`src/rtl/pingpong_buf_ctrl.sv`:
```
// Ping-pong controller for a two-bank feature-map buffer: the producer fills one
// bank while the consumer drains the other, and the banks swap at frame boundaries.
module pingpong_buf_ctrl #(
  parameter int FRAME_LEN = 196,
  parameter int ADDR_W    = 9
) (
  input  logic              clk,
  input  logic              rst,
  input  logic              flush,
  input  logic              wr_en,
  output logic              wr_ready,
  output logic              wr_we,
  output logic [ADDR_W-1:0] wr_addr,
  output logic              wr_frame_done,
  input  logic              rd_en,
  output logic              rd_ready,
  output logic              rd_re,
  output logic [ADDR_W-1:0] rd_addr,
  output logic              rd_valid,
  output logic              rd_frame_done,
  output logic [1:0]        bank_full
);

  // Terminal count; FRAME_LEN=256 maps to 8'hFF so the 8-bit counters wrap cleanly.
  localparam logic [7:0] LAST_CNT = 8'(FRAME_LEN - 1);

  logic       wbank;
  logic       rbank;
  logic [7:0] wcnt;
  logic [7:0] rcnt;
  logic       wr_last;
  logic       rd_last;
  logic [1:0] bank_full_nx;
  logic       wr_done_p1;
  logic       rd_vld_p1;
  logic       rd_last_p1;

  // Stage p0: combinational handshakes and bank-tagged addresses
  assign wr_ready = ~bank_full[wbank];
  assign wr_we    = wr_en & wr_ready;
  assign wr_addr  = ADDR_W'({wbank, wcnt});
  assign wr_last  = wr_we & (wcnt == LAST_CNT);

  assign rd_ready = bank_full[rbank];
  assign rd_re    = rd_en & rd_ready;
  assign rd_addr  = ADDR_W'({rbank, rcnt});
  assign rd_last  = rd_re & (rcnt == LAST_CNT);

  // Set and clear never target the same bank, so applying both is order-free.
  always_comb begin
    bank_full_nx = bank_full;
    if (wr_last) bank_full_nx[wbank] = 1'b1;
    if (rd_last) bank_full_nx[rbank] = 1'b0;
  end

  // Stage p1: bank ownership, counters and the registered strobes
  always_ff @(posedge clk or posedge rst) begin
    if (rst) begin
      wbank      <= 1'b0;
      rbank      <= 1'b0;
      wcnt       <= '0;
      rcnt       <= '0;
      bank_full  <= '0;
      wr_done_p1 <= 1'b0;
      rd_vld_p1  <= 1'b0;
      rd_last_p1 <= 1'b0;
    end else if (flush) begin
      wbank      <= 1'b0;
      rbank      <= 1'b0;
      wcnt       <= '0;
      rcnt       <= '0;
      bank_full  <= '0;
      wr_done_p1 <= 1'b0;
      rd_vld_p1  <= 1'b0;
      rd_last_p1 <= 1'b0;
    end else begin
      if (wr_we) begin
        if (wr_last) begin
          wcnt  <= '0;
          wbank <= ~wbank;
        end else begin
          wcnt <= wcnt + 8'd1;
        end
      end
      if (rd_re) begin
        if (rd_last) begin
          rcnt  <= '0;
          rbank <= ~rbank;
        end else begin
          rcnt <= rcnt + 8'd1;
        end
      end
      bank_full  <= bank_full_nx;
      wr_done_p1 <= wr_last;
      rd_vld_p1  <= rd_re;
      rd_last_p1 <= rd_last;
    end
  end

  assign wr_frame_done = wr_done_p1;
  assign rd_valid      = rd_vld_p1;
  assign rd_frame_done = rd_last_p1;

endmodule
```
`config.mk`:
```
export PLATFORM = sky130hd
export DESIGN_NAME = pingpong_buf_ctrl
export DESIGN_NICKNAME = d
export VERILOG_FILES = /design/src/rtl/pingpong_buf_ctrl.sv
export SDC_FILE = /design/constraint.sdc
export NUM_CORES = 1
export LEC_CHECK = 0
export BUFFER_PORTS_ARGS = -buffer_cell sky130_fd_sc_hd__clkbuf_2
export CORE_MARGIN = 8
export CORE_UTILIZATION = 51
export CTS_CLUSTER_SIZE = 24
export DETAILED_ROUTE_END_ITERATION = 10
export PLACE_DENSITY = 0.86
export SYNTH_ARGS = -nofsm -noshare
export SYNTH_HDL_FRONTEND = slang
export SYNTH_SLANG_ARGS = --single-unit
```
`constraint.sdc`:
```
create_clock -name clk -period 1.8 [get_ports clk]
set_clock_uncertainty 0.05 [all_clocks]
set_input_delay 0.36 -clock clk [delete_from_list [all_inputs] [get_ports clk]]
set_output_delay 0.36 -clock clk [all_outputs]
set_load 0.03 [all_outputs]
```
# After elaboration in Yosys (flattened, before gate mapping)
# Cells that the tools add are included.
# classes
bitwise	10
order_cmp	4
div	0
reduce_logical	8
shift	0
n_mux	26
n_eq_ne	2
n_addsub	2
multipliers	0
# ops
operator	n
$mux W8	6
$add A8 B1 Y8 const B	2
$eq A8 B8 Y1 const B	2
$mux W1	15
$reduce_bool A2 Y1	4
$mux W2	3
$and A1 B1 Y1	4
$lt A1 B2 Y1 const B	2
$reduce_and A2 Y1	2
$not A1 Y1	3
$and A2 B2 Y2	1
$demux W1 S1	2
$ge A1 B1 Y1 const B	2
$logic_and A1 B1 Y1	2
$not A2 Y2	1
$or A2 B2 Y2	1
# totals
memories	0
inputBits	5
ram_bits	0
register_bits	23
latch_bits	0
output_inout_bits	27
word_cells	60
romBits	0

# Longest topological paths before layout
# logic_depth
word_depth	9
mapped_depth	6
ltp_nobuf	5

# Worst setup path after synthesis
# No wires, ideal clock.
# synth_timing
path_type	register to register
startpoint	reg wcnt[3]
endpoint	reg wcnt[7]
path_stages_with_launch	6
path_buffers	1
required_ns	1.624
setup_slack_ns	0.001
setup_ns	0.126
arrival_ns	1.624
period_less_slack_ns	1.799
path_cell_list	dfrtp_1 or4_4 nor4_4 or2_1 buf_4 a21oi_1
# synth_between
elab_chain_len	5
elab_cells_between_ends	6
classes_between	add/sub: 1; eq/ne: 1; mux: 3; bitwise: 1
# synth_rtl
element	line_no	rtl
from (decl)	29	logic [7:0] wcnt;
from (signal assigned)	82	wcnt <= wcnt + 8'd1;
parallel branches: the longest is 2 deep, another holds $add A8 B1 Y8	n/a	
$mux W8 (*)	78	if (wr_last) begin
$mux W8 (*)	77	if (wr_we) begin
$mux W8 (*)	67	end else if (flush) begin
# Every way passes the cells marked *. The select of a mux whose other input is x is not followed.
# A chain may end at the register's enable or synchronous reset.

# Final worst setup path
# layout_timing
startpoint	reg wbank
endpoint	reg wcnt[7]
# layout_between
elab_chain_len	8
elab_cells_between_ends	9
classes_between	mux: 5; bitwise: 3; reduce/logical: 1
# layout_rtl
element	line_no	rtl
from (decl)	27	logic wbank;
from (signal assigned)	80	wbank <= ~wbank;
$mux W1 (implied by the code) (*) (2 in a row)	39	assign wr_ready = ~bank_full[wbank];
$not A1 Y1 (*)	39	
$and A1 B1 Y1 (*)	40	assign wr_we = wr_en & wr_ready;
$and A1 B1 Y1	42	assign wr_last = wr_we & (wcnt == LAST_CNT);
$mux W8	78	
$mux W8	77	
$mux W8	67	
# Mark *: on every way between the ends. The rest lies on a longest branch, timed or not. The select of a mux whose other input is x is not followed.

==> flow_metrics.env <==
export IMPL_cts_sinks=23
export IMPL_cts_tree="built"
export IMPL_synth_cells=124
export IMPL_criticalPathCategory="flop to flop"
export IMPL_layout_drive_gt1_share=0.4024
export IMPL_relSlewSlack=0.7997
export IMPL_synth_nets=131
export IMPL_pwr_share_seq=0.622
export IMPL_grt_ovfl_total=0
export IMPL_hold_violations=0
export IMPL_fin_tns_setup_ns=0
export IMPL_routed_wl_um=3068
export IMPL_endpoint_kind="flop"
export IMPL_yosysWarnings=0
export IMPL_drv_slew=0
export IMPL_gp_congestion=0.8270
export IMPL_p_int_uw=631.8
export IMPL_power_frac_comb=0.097
export IMPL_grt_max_degree=24
export IMPL_io_pins=32
export IMPL_initial_core_util=0.5451
export IMPL_fill_cells=188
export IMPL_wl_per_cell_um=15.57
export IMPL_p_per_area_nw_per_um2=539.7
export IMPL_drtIter0Drc=84
export IMPL_grt_use_total=0.1514
export IMPL_ys_ff_latch=23
export IMPL_setup_viol=0
export IMPL_design_area_sq_um=1565
export IMPL_clk_path_buf_depth=2
export IMPL_p_clk_frac=0.281
export IMPL_swShare=0.2521
export IMPL_grt_pass1_vias=1182
export IMPL_multiInputGateArea_sq_um=613.1
export IMPL_top_layer_used="met4"
export IMPL_critPathRequiredTime_ns=1.96
export IMPL_clkLatencyLatePin_ns=0.31
export IMPL_wl_met2_um=1592
export IMPL_avgSynthCellArea_sq_um=9.818
export IMPL_core_sq_um=2233
export IMPL_cts_root_buffer="clkbuf_4"
export IMPL_drc=0
export IMPL_final_nets=177
export IMPL_synth_edf_count=0
export IMPL_synth_distinct_cells=34
export IMPL_dieHeight_um=64.86
export IMPL_vias=1120
export IMPL_hpwl_um=2239
export IMPL_worstPathArrival_ns=1.94
export IMPL_io_buffers=31
export IMPL_wl_met1_um=1240
export IMPL_fp_dieW_um=64.86
export IMPL_fin_crit_ns=1.786
export IMPL_place_area_sq_um=1426
export IMPL_tightest_slew_ns=0.2982
export IMPL_antenna_found_initial=0
export IMPL_dieArea_sq_um=4206
export IMPL_status="finished, final reports clean"
export IMPL_p_leak_nw=0.7557
export IMPL_area_growth_pct=28.57
export IMPL_maxCapViolCount=0
export IMPL_rsz0062_at_grt="true"
export IMPL_seqCellArea_sq_um=576.8
export IMPL_synthesis_area_sq_um=1217
export IMPL_final_antenna_net_count=0
export IMPL_ff2ff_setup_slack_ns=0.01
export IMPL_startpoint_type="flop"
export IMPL_first_pass_iters=4
export IMPL_fmax_ghz=0.5600
export IMPL_num_rows=17
export IMPL_viasPerCell=5.685
export IMPL_routed_wl_met3_um=186
export IMPL_seq_area_frac_synth=0.4728
export IMPL_cts_max_level=1
export IMPL_p_sw_uw=213.0
export IMPL_async_reset_ff_frac=1.000
export IMPL_path_clk_slew_ns=0.12
export IMPL_cp_max_fo=6
export IMPL_cts_buffers=3
export IMPL_hold_depth=2
export IMPL_grt_first_pass_wirelength_um=5223
export IMPL_r2r_cells=6
export IMPL_period_share=0.9920
export IMPL_hold_class="primary input to flop"
export IMPL_ys_flop_type="dfrtp_1"
export IMPL_diodes=0
export IMPL_ir_drop_mv=0.5095
[layout make-up]
type | count | area share
Sequential cell | 23 | 0.3685
Clock buffer | 3 | 0.01439
Tap cell | 28 | 0.02238
Multi-Input combinational cell | 91 | 0.3917
Timing Repair Buffer | 45 | 0.1807
Inverter | 6 | 0.01918
Clock inverter | 1 | 0.003197
[cells by family (layout without fill, tap and decap cells)]
kind of cell / count (synthesis) / after routing / synth area share
multiplexers: 2 / 2 / 0.02467
AND/OR/NAND/NOR: 56 / 56 / 0.2580
flip-flops: 23 / 23 / 0.4728
adder cells (fa/ha/maj): 2 / 2 / 0.02055
XOR/XNOR: 9 / 9 / 0.06474
AO/OA/AOI/OAI: 22 / 22 / 0.1151
buffers and inverters: 10 / 55 / 0.04419
[power groups by stage]
stage / clock network (mW) / registers [mW] / logic (mW)
after floorplan: 0 / 0.546 / 0.0344
after global placement: 0 / 0.535 / 0.0739
after detailed placement: 0 / 0.535 / 0.0748
after CTS: 0.246 / 0.525 / 0.0813
after global routing: 0.264 / 0.526 / 0.0907
final: 0.237 / 0.525 / 0.0823
[worst paths after layout]
check                         from  endpoint
max in group asynchronous      rst     rbank
max                          wbank   wcnt[7]
min in group asynchronous      rst   wcnt[3]
min                          flush   wcnt[1]
max reg2reg                  wbank   wcnt[7]
min reg2reg                rcnt[7]   rcnt[7]
[what timing repair did]
item,CTS,global route
hold buffers,1,0
gates resized for setup,11,6
hold endpoints to repair,23,0
pin swaps,0,1
endpoints found under the setup margin,3,10
setup buffers,5,2
[flip-flops by register name (all words and copies together), names as in the netlist]
signal / flops
bank_full: 2
rbank: 1
rd_frame_done: 1
rcnt: 8
rd_valid: 1
wcnt: 8
wbank: 1
wr_frame_done: 1
[cells in the mapped netlist (3+ instances only)]
master,number,area share
a21oi_1,10,0.041
a21oi_2,3,0.022
buf_4,3,0.018
dfrtp_1,23,0.47
inv_1,5,0.015
nand2_1,10,0.031
nand3_1,5,0.021
nand4_1,5,0.026
nor2_1,14,0.043
nor3_1,4,0.016
o21ai_0,4,0.016
or3_1,3,0.015
xnor2_1,4,0.029
xor2_1,5,0.036
[routing by layer]
metal | up-vias | track usage
met4 | 0 | 0.07084
met5 | - | 0
met2 | 39 | 0.2783
met3 | 6 | 0.03608
li1 | 524 | -
met1 | 551 | 0.1582
[stage by stage]
stage / hold WS [ns] / setup WS, ns / util / power [mW] / cells
final: 0.2798 / 0.01439 / 0.7008 / 0.8448 / 197
after global routing: 0.2689 / -0.03332 / 0.7008 / 0.8817 / 197
after CTS: 0.2654 / -0.01226 / 0.6863 / 0.8525 / 195
after detailed placement: 0.3439 / 0.05578 / 0.6387 / 0.6101 / 185
after global placement: 0.3408 / 0.1184 / 0.6387 / 0.6086 / 185
after floorplan: 0.3119 / 0.0005335 / - / 0.5800 / 124
[worst max-delay path: stages (launching register included)]
cell	delay (ns)
dfrtp_1	0.41
mux2_4	0.34
buf_4	0.16
nor4_4	0.35
buf_4	0.18
or2_4	0.15
a21oi_1	0.05
[cell usage in the layout, fill, tap and decap left out, types with 4 or more instances in the layout]
master | synthesis | layout
xnor2_1 | 4 | 4
nand2_1 | 10 | 8
clkbuf_2 | 0 | 29
dfrtp_1 | 23 | 22
nand4_1 | 5 | 5
o21ai_0 | 4 | 4
nand3_1 | 5 | 5
a21oi_1 | 10 | 10
nor2_1 | 14 | 14
xor2_1 | 5 | 5
buf_4 | 3 | 13
Power figures use the tool's default switching activity.
